`src/rtl/char_buf_pkg.sv`:
```
// Shared types and default placement constants for the character buffer loader.
package char_buf_pkg;

    typedef enum logic [1:0] {
        IDLE,
        LOAD,
        COMMIT,
        DONE
    } state_t;

    localparam int unsigned DEF_BASE_ADDR = 1500;
    localparam int unsigned DEF_LEN_ADDR  = 1499;
    localparam int unsigned DEF_DEPTH     = 108;

endpackage

```
`src/rtl/char_buffer_loader_if.sv`:
```
// Valid/ready character stream from the host source into the loader.
interface char_buffer_loader_if #(
    parameter int unsigned CHAR_W = 8
);
    logic              in_valid;
    logic [CHAR_W-1:0] in_data;
    logic              in_last;
    logic              in_ready;

    modport master (output in_valid, output in_data, output in_last, input in_ready);
    modport slave  (input in_valid, input in_data, input in_last, output in_ready);

endinterface

```
`src/rtl/char_buf_mem_mux.sv`:
```
// RAM write-port select: loader writes win; a colliding CPU write is dropped and flagged.
module char_buf_mem_mux #(
    parameter int unsigned ADDR_W = 12,
    parameter int unsigned DATA_W = 32
) (
    input  logic              loader_we,
    input  logic [ADDR_W-1:0] loader_addr,
    input  logic [DATA_W-1:0] loader_data,
    input  logic              cpu_we,
    input  logic [ADDR_W-1:0] cpu_addr,
    input  logic [DATA_W-1:0] cpu_data,
    output logic              mem_we,
    output logic [ADDR_W-1:0] mem_addr,
    output logic [DATA_W-1:0] mem_data,
    output logic              conflict
);

    always_comb begin
        conflict = loader_we && cpu_we;
        if (loader_we) begin
            mem_we   = 1'b1;
            mem_addr = loader_addr;
            mem_data = loader_data;
        end else begin
            mem_we   = cpu_we;
            mem_addr = cpu_addr;
            mem_data = cpu_data;
        end
    end

endmodule

```
`src/rtl/char_buffer_loader.sv`:
```
// Streams host characters into a RAM region, then commits the message length to a header word.
module char_buffer_loader
    import char_buf_pkg::*;
#(
    parameter int unsigned BASE_ADDR = DEF_BASE_ADDR,
    parameter int unsigned LEN_ADDR  = DEF_LEN_ADDR,
    parameter int unsigned DEPTH     = DEF_DEPTH,
    parameter int unsigned CHAR_W    = 8,
    parameter int unsigned ADDR_W    = 12,
    parameter int unsigned DATA_W    = 32
) (
    input  logic                         clock,
    input  logic                         reset,
    char_buffer_loader_if.slave          in_if,
    input  logic                         clear,
    input  logic                         cpu_we,
    input  logic [ADDR_W-1:0]            cpu_addr,
    input  logic [DATA_W-1:0]            cpu_data,
    output logic                         mem_we,
    output logic [ADDR_W-1:0]            mem_addr,
    output logic [DATA_W-1:0]            mem_data,
    output logic [$clog2(DEPTH+1)-1:0]   count,
    output logic                         done,
    output logic                         overflow,
    output logic                         cpu_conflict
);

    localparam int unsigned CNT_W = $clog2(DEPTH + 1);

    if (DEPTH < 1) begin : g_depth_check
        $error("char_buffer_loader: DEPTH must be at least 1");
    end
    if (DATA_W < CHAR_W) begin : g_width_check
        $error("char_buffer_loader: DATA_W must be at least CHAR_W");
    end
    if (longint'(BASE_ADDR) + longint'(DEPTH) - 1 >= (longint'(1) << ADDR_W)) begin : g_wrap_check
        $error("char_buffer_loader: character region wraps the address space");
    end

    state_t            state, state_nx;
    logic [CNT_W-1:0]  cnt;
    logic              ready, accept, last_slot;
    logic              ld_we, conflict;
    logic [ADDR_W-1:0] ld_addr;
    logic [DATA_W-1:0] ld_data;
    logic              overflow_q, conflict_q;

    always_ff @(posedge clock or negedge reset) begin
        if (!reset) state <= IDLE;
        else        state <= state_nx;
    end

    always_comb begin
        state_nx = state;
        if (clear) begin
            state_nx = IDLE;
        end else begin
            case (state)
                IDLE, LOAD: if (accept) state_nx = (in_if.in_last || last_slot) ? COMMIT : LOAD;
                COMMIT:     state_nx = DONE;
                DONE:       state_nx = DONE;
                default:    state_nx = IDLE;
            endcase
        end
    end

    // clear suppresses both the accept and a pending length commit in the same cycle
    always_comb begin
        ready     = ((state == IDLE) || (state == LOAD)) && (cnt < CNT_W'(DEPTH)) && !clear;
        accept    = in_if.in_valid && ready;
        last_slot = (cnt == CNT_W'(DEPTH - 1));
        ld_we     = 1'b0;
        ld_addr   = '0;
        ld_data   = '0;
        if (accept) begin
            ld_we   = 1'b1;
            ld_addr = ADDR_W'(BASE_ADDR) + ADDR_W'(cnt);
            ld_data = DATA_W'(in_if.in_data);
        end else if ((state == COMMIT) && !clear) begin
            ld_we   = 1'b1;
            ld_addr = ADDR_W'(LEN_ADDR);
            ld_data = DATA_W'(cnt);
        end
    end

    always_ff @(posedge clock or negedge reset) begin
        if (!reset) begin
            cnt        <= '0;
            overflow_q <= 1'b0;
            conflict_q <= 1'b0;
        end else if (clear) begin
            cnt        <= '0;
            overflow_q <= 1'b0;
            conflict_q <= 1'b0;
        end else begin
            if (accept) cnt <= cnt + CNT_W'(1);
            if ((state == DONE) && in_if.in_valid) overflow_q <= 1'b1;
            if (conflict) conflict_q <= 1'b1;
        end
    end

    char_buf_mem_mux #(
        .ADDR_W (ADDR_W),
        .DATA_W (DATA_W)
    ) u_mux (
        .loader_we   (ld_we),
        .loader_addr (ld_addr),
        .loader_data (ld_data),
        .cpu_we      (cpu_we),
        .cpu_addr    (cpu_addr),
        .cpu_data    (cpu_data),
        .mem_we      (mem_we),
        .mem_addr    (mem_addr),
        .mem_data    (mem_data),
        .conflict    (conflict)
    );

    assign in_if.in_ready = ready;
    assign count          = cnt;
    assign done           = (state == DONE);
    assign overflow       = overflow_q;
    assign cpu_conflict   = conflict_q;

endmodule

```
`src/flat_wrapper.sv`:
```
// flat-port wrapper written by rule: the top's interface ports become plain ports
module char_buffer_loader_flat import char_buf_pkg::*;
#(
    parameter int unsigned BASE_ADDR = DEF_BASE_ADDR,
    parameter int unsigned LEN_ADDR  = DEF_LEN_ADDR,
    parameter int unsigned DEPTH     = DEF_DEPTH,
    parameter int unsigned CHAR_W    = 8,
    parameter int unsigned ADDR_W    = 12,
    parameter int unsigned DATA_W    = 32
)
  (clock, reset, clear, cpu_we, cpu_addr, cpu_data, mem_we, mem_addr, mem_data, count, done, overflow, cpu_conflict, in_if_in_valid, in_if_in_data, in_if_in_last, in_if_in_ready);
  char_buffer_loader_if #(.CHAR_W(CHAR_W)) in_if_i ();
  input  logic clock;
  input  logic reset;
  input  logic clear;
  input  logic cpu_we;
  input  logic [ADDR_W-1:0] cpu_addr;
  input  logic [DATA_W-1:0] cpu_data;
  output logic mem_we;
  output logic [ADDR_W-1:0] mem_addr;
  output logic [DATA_W-1:0] mem_data;
  output logic [$clog2(DEPTH+1)-1:0] count;
  output logic done;
  output logic overflow;
  output logic cpu_conflict;
  input wire logic [$bits(in_if_i.in_valid)-1:0] in_if_in_valid;
  input wire logic [$bits(in_if_i.in_data)-1:0] in_if_in_data;
  input wire logic [$bits(in_if_i.in_last)-1:0] in_if_in_last;
  output wire logic [$bits(in_if_i.in_ready)-1:0] in_if_in_ready;
  assign in_if_i.in_valid = in_if_in_valid;
  assign in_if_i.in_data = in_if_in_data;
  assign in_if_i.in_last = in_if_in_last;
  assign in_if_in_ready = in_if_i.in_ready;
  char_buffer_loader #(.BASE_ADDR(BASE_ADDR), .LEN_ADDR(LEN_ADDR), .DEPTH(DEPTH), .CHAR_W(CHAR_W), .ADDR_W(ADDR_W), .DATA_W(DATA_W)) u_core (.clock(clock), .reset(reset), .in_if(in_if_i), .clear(clear), .cpu_we(cpu_we), .cpu_addr(cpu_addr), .cpu_data(cpu_data), .mem_we(mem_we), .mem_addr(mem_addr), .mem_data(mem_data), .count(count), .done(done), .overflow(overflow), .cpu_conflict(cpu_conflict));
endmodule
```
`config.mk`:
```
export PLATFORM = sky130hd
export DESIGN_NAME = char_buffer_loader_flat
export DESIGN_NICKNAME = d
export VERILOG_FILES = /design/src/rtl/char_buf_pkg.sv /design/src/rtl/char_buffer_loader_if.sv /design/src/rtl/char_buf_mem_mux.sv /design/src/rtl/char_buffer_loader.sv /design/src/flat_wrapper.sv
export SDC_FILE = /design/constraint.sdc
export NUM_CORES = 1
export LEC_CHECK = 0
export CORE_UTILIZATION = 60
export CTS_CLUSTER_DIAMETER = 80
export CTS_CLUSTER_SIZE = 8
export DETAILED_ROUTE_END_ITERATION = 6
export DONT_BUFFER_PORTS = 1
export PLACE_DENSITY = 0.8
export SYNTH_ARGS = -nofsm -noshare
export SYNTH_HDL_FRONTEND = slang
export SYNTH_HIERARCHICAL = 1
export SYNTH_SLANG_ARGS = --single-unit
export TNS_END_PERCENT = 100
```
`constraint.sdc`:
```
create_clock -name clock -period 3.39 [get_ports clock]
set_input_delay 0.678 -clock clock [delete_from_list [all_inputs] [get_ports clock]]
set_output_delay 0.678 -clock clock [all_outputs]
set_load 0.05 [all_outputs]
```
Word level (Yosys, flattened, before mapping). Cells that the tools add are included.

Input bits: 58. Memory bits (writable): 0. Flip-flop bits (word level): 11. Memories: 0. Bits in latches: 0. Output and inout port bits: 56. Logic and storage cells: 46. ROM bits: 0.

Bitwise logic cells: 0. Muxes and demuxes: 19. Divide/modulo/power cells: 0. $mul: 0. Add/subtract/negate cells: 2. Eq/ne operators: 5. Reductions and logical operators: 15. $lt $le $gt $ge: 1. Shifts and indexed selects: 0.

Operators by type and width (count): 32-bit 2-to-1 mux (2); 12-bit 2-to-1 mux (2); 7-bit 2-to-1 mux (3); 11-bit by 7-bit adder with 12-bit output (first input constant) (1); 11-bit 2-to-1 mux (1); 7-bit by 1-bit adder with 7-bit output (second input constant) (1); 7-bit equality test (second input constant) (1); 7-bit less-than comparator (second input constant) (1); 1-bit 2-to-1 mux (7); 1-bit logical AND (6); 2-bit 2-to-1 mux (3); 2-bit nonzero test (3); 2-bit equality test (second input constant) (2); 2-bit one-hot mux with 2 select lines (1); 2-bit OR reduction (2); 3-bit by 2-bit != test with 1-bit output (second input constant) (1); 2-bit by 1-bit equality test with 1-bit output (second input constant) (1); 2-bit zero test (1); 1-bit logical OR (2); 1-bit zero test (1).

Logic depth before layout (Yosys ltp).
Depth after elaboration: 9. Depth in mapped cells: 11. Gate-level depth less buffers: 7.

By module. The synthesis kept the hierarchy.

By module, submodules not included: char_buffer_loader (area each 890.9 µm², cells each 119, instances 1, seq. area each 275.3 µm²); char_buf_mem_mux (area each 742.0 µm², cells each 51, instances 1, seq. area each 0.0 µm²).

Least setup slack after synthesis. Ideal clock, no wire load.

Kind: reg2out. From: reg u_core.cnt[4], in the netlist u_core/count[4]. To: out mem_addr[0]. Stages on the path, launching flop included: 9. Data arrival time: 2386 ps. Slack: 326 ps. Data required time: 2712 ps. Path buffers: 3. Path through: dfrtp_1 > buf_6 > a21o_4 > a211oi_2 > nor2_1 > nor2_1 > buf_6 > buf_12 > mux2_4.

Cells in the longest elaborated chain, start to end: 6. Elaborated cells on any way between the ends: 7. Classes of those cells: order compare: 1; mux: 3; reduce/logical: 3.

RTL lines: from (decl) (line char_buffer_loader.sv:41) `logic [CNT_W-1:0] cnt;`; from (signal assigned) (line char_buffer_loader.sv:96) `if (accept) cnt <= cnt + CNT_W'(1);`; 7-bit less-than comparator * (line char_buffer_loader.sv:69) `ready = ((state == IDLE) || (state == LOAD)) && (cnt < CNT_W'(DEPTH)) && !clear;`; 1-bit logical AND * (2 in series) (line char_buffer_loader.sv:69); 1-bit logical AND * (line char_buffer_loader.sv:70) `accept = in_if.in_valid && ready;`; 12-bit 2-to-1 mux or 1-bit 2-to-1 mux (tied branches) (line char_buffer_loader.sv:75) `if (accept) begin`; 12-bit 2-to-1 mux * (line char_buf_mem_mux.sv:20) `if (loader_we) begin`; to (decl) (line flat_wrapper.sv:20) `output logic [ADDR_W-1:0] mem_addr;`.

Every way passes the cells marked *; elsewhere a longest branch is shown, timed or not.

Final worst setup path.
From: reg u_core.cnt[6], in the netlist u_core/count[6]. To: out mem_addr[6].

Cells in the longest elaborated chain, start to end: 6. Elaborated cells on any way between the ends: 8. Classes of those cells: add/sub: 1; order compare: 1; mux: 3; reduce/logical: 3.

RTL lines: 7-bit less-than comparator (line char_buffer_loader.sv:69); 1-bit logical AND (2 in series) (line char_buffer_loader.sv:69); 1-bit logical AND (line char_buffer_loader.sv:70); 12-bit 2-to-1 mux * (line char_buffer_loader.sv:75); via u_core.ld_addr[6] (line char_buffer_loader.sv:44) `logic [ADDR_W-1:0] ld_addr;`; 12-bit 2-to-1 mux * (line char_buf_mem_mux.sv:20).

The timed path passes the listed nets; every way through them passes the cells marked *.

==> metrics.md <==
| Metric | Value |
|---|---|
| Row count | 18 |
| Final setup violating endpoints | 0 |
| Syn Inst Count | 170 |
| Worst reg2reg path startpoint | u_core/count[0] |
| Routed vias | 1310 |
| Clk root buf | clkbuf_4 |
| Final net count | around 260 |
| CTS Hold Buffers Added | 0 |
| Post-route DRC | 0 |
| Routed wire length | ~4000 µm |
| Gr usage total | 25.7% |
| DP HPWL | 3130 µm |
| Path depth of the worst reg2reg path | 5 |
| Post-CTS Setup Bufs | 0 |
| TritonCTS buffer count | 3 |
| Crit-path max FO | 11 |
| Number of global-route vias before repair | 1172 |
| Worst path slowest cell | a21oi_1 |
| Via density | 5.82 |
| Area grow syn2layout | 5.98% |
| Outcome | finished clean |
| Clock Latency Late Sink | 0.27 ns |
| Initial DRC count | 35 |
| First-pass GRT wire length | 5480 µm |
| Final period util | between 90% and 100% |
| EDFF count, synth | 0 |
| Yosys cell types | 38 |
| Routability cong. | just under 0.9 |
| Pwr Density | between 300 and 400 nW/µm² |
| Slew margin rel. | 45.2% |
| Htree depth | 1 |
| Fillers | approximately 220 |
| First-pass iteration count of the detailed router | 4 |
| Die Area | just under 3000 µm² |
| Clk slew on worst S/H paths | 0.08 ns |
| # diodes | 0 |
| Max Clock Freq | around 0.32 GHz |
| Worst Hold Slack | about 0.095 ns |
| Die height | approximately 54 µm |
| Mapped Avg Cell Area | approximately 9.6 µm² |
| Clock Path Buffers | 2 |
| Crit path DAT | 2.46 ns |
| Setup WS pre-CTS | between 0.5 and 0.6 ns |
| Largest net degree at the start of global routing | 29 |
| Total power | 600 µW |
| Crit-path cells | buf_4 -> and2_1 -> a21oi_1 -> nand2_1 -> o21ai_0 -> mux2_4 |
| Multi-input logic area | 1290 µm² |
| Seq/Total Area, Yosys | 16.9% |
| Initial antenna violation count | 0 |
| Final WS setup | 0.250 ns |
| Synth warnings | 6 |
| Clock sinks | 11 |
| I/O pin count | 114 |
| Initial Util | 64.7% |
| Post-route ant nets | 0 |
| Reg-to-reg slack, setup | 1.38 ns |
| CP startpoint kind | flip-flop |
| CTS tree | built |
| Fraction of layout cells with a size suffix above 1 | 32.3% |
| Total gr overflow | 0 |
| Port bufs | 0 |
| FF-to-FF End | u_core/count[4] |
| Sequential cell area | between 200 and 300 µm² |
| Slew @ Worst Pin | 0.822 ns |
| Crit path max-delay family | compound AO/OA/AOI/OAI gates |
| Max-cap check violation count | 0 |
| Max Clock Skew | 0.00215 ns |
| CP peak stage delay | 0.66 ns |
| Post-synth top flop | dfrtp_1 |
| Post-CTS sizing | 0 |
| Peak VDD IR | 325 µV |
| P_leak | 0.832 nW |
| Die W | 54.2 µm |
| Register bit total from synthesis | 11 |
| CP Class | flip-flop to output port |
| Unrepaired setup endpoints after global routing | no |
| Critical Path End Type | output port |
| WP data required | between 2 and 3 ns |
| Core ar. | 2520 µm² |
| Worst Path Buf+Inv | 1 |
| Worst hold path type | input port to async pin |
| Setup TNS | 0 ns |
| Final Critical Period | 3.14 ns |
| Post-Syn Area | 1630 µm² |
| Final Hold Vio Count | 0 |
| Slew Limit Fails | 0 |
| Drt wl/cell | about 17 µm |
| Ys async rst share | 100% |
## cells in the mapped netlist, types with 2 or more instances
library cell,number,area [µm²]
mux2_4,38,571
nand2_1,11,41.3
nor3_1,3,15.0
o21ai_0,4,20.0
inv_1,5,18.8
nand3_1,9,45.0
buf_6,3,33.8
nor2_1,20,75.1
mux2_2,6,67.6
buf_2,2,10.0
ha_1,4,50.1
or3_1,3,18.8
buf_12,4,80.1
nor4_1,2,12.5
clkbuf_1,3,11.3
and2_1,3,18.8
xnor2_1,3,26.3
dfrtp_1,11,275
a21oi_1,17,85.1
## through the flow
step                      cells  area (µm²)  util [%]
final                       225        1730      68.6
after global routing        225        1730      68.6
after CTS                   225        1730      68.6
after detailed placement    221        1700      67.6
after global placement      221        1700      67.6
after floorplan             194        1720         -
## per-layer routing
metal  GRT usage, %  routed length (µm)  up-vias
li1               -                   -      629
met1           32.5                1480      607
met2           44.7                2020       74
met3           4.24                 405        0
met4           5.98                   0        0
met5              0                   0        -
## cells by family after synthesis
group / synth area share (%)
AOI/OAI and AO/OA: 13.5
xor gates and xnor gates: 2.15
adders and majority gates: 3.07
buffers and inverters: 9.88
DFF: 16.9
muxes: 39.7
other: 0.230
and+or+nand+nor: 14.6
## worst max path at each step
stage                    startpoint          end  slack (ns)  cells after the start
floorplan           u_core/count[4]  mem_addr[0]        0.33                      8
CTS                 u_core/count[6]  mem_addr[5]        0.27                      6
global route        u_core/count[6]  mem_addr[5]        0.08                      6
finish              u_core/count[6]  mem_addr[6]        0.25                      6
detailed placement  u_core/count[6]  mem_addr[6]        0.57                      6
global placement    u_core/count[6]  mem_data[2]        0.68                      7
## cell usage in the layout (no fill, tap or decap), types with 2 or more instances in the layout
| cell type | count |
|---|---|
| mux2_2 | 6 |
| clkbuf_4 | 3 |
| and2_1 | 3 |
| mux2_4 | 38 |
| nor4_1 | 2 |
| xnor2_1 | 3 |
| inv_1 | 5 |
| buf_4 | 10 |
| dfrtp_1 | 11 |
| nor2_1 | 19 |
| a21oi_1 | 17 |
| ha_1 | 4 |
| nand3_1 | 9 |
| nor3_1 | 3 |
| or3_1 | 3 |
| o21ai_0 | 4 |
| conb_1 | 25 |
| nand2_1 | 11 |
## final cells by class
class	instances	share of cell area [%]
Sequential cell	11	15.9
Clock buffer	4	1.52
Tap cell	30	2.17
Timing Repair Buffer	10	4.34
Multi-Input combinational cell	164	74.8
Inverter	6	1.30
## where the power goes
| group | internal [mW] | total [mW] | switching [mW] | leakage [nW] |
|---|---|---|---|---|
| registers | 0.136 | 0.157 | 0.0209 | 0.150 |
| clock network | 0.0455 | 0.0924 | 0.0468 | 0.0150 |
| logic | 0.102 | 0.351 | 0.249 | 0.667 |
## state kept, by name, indices dropped and copies added (netlist names)
| name | cells |
|---|---|
| u_core/count | 7 |
| u_core/cpu_conflict | 1 |
| u_core/overflow | 1 |
| u_core/state | 2 |
Power figures use the tool's default switching activity.
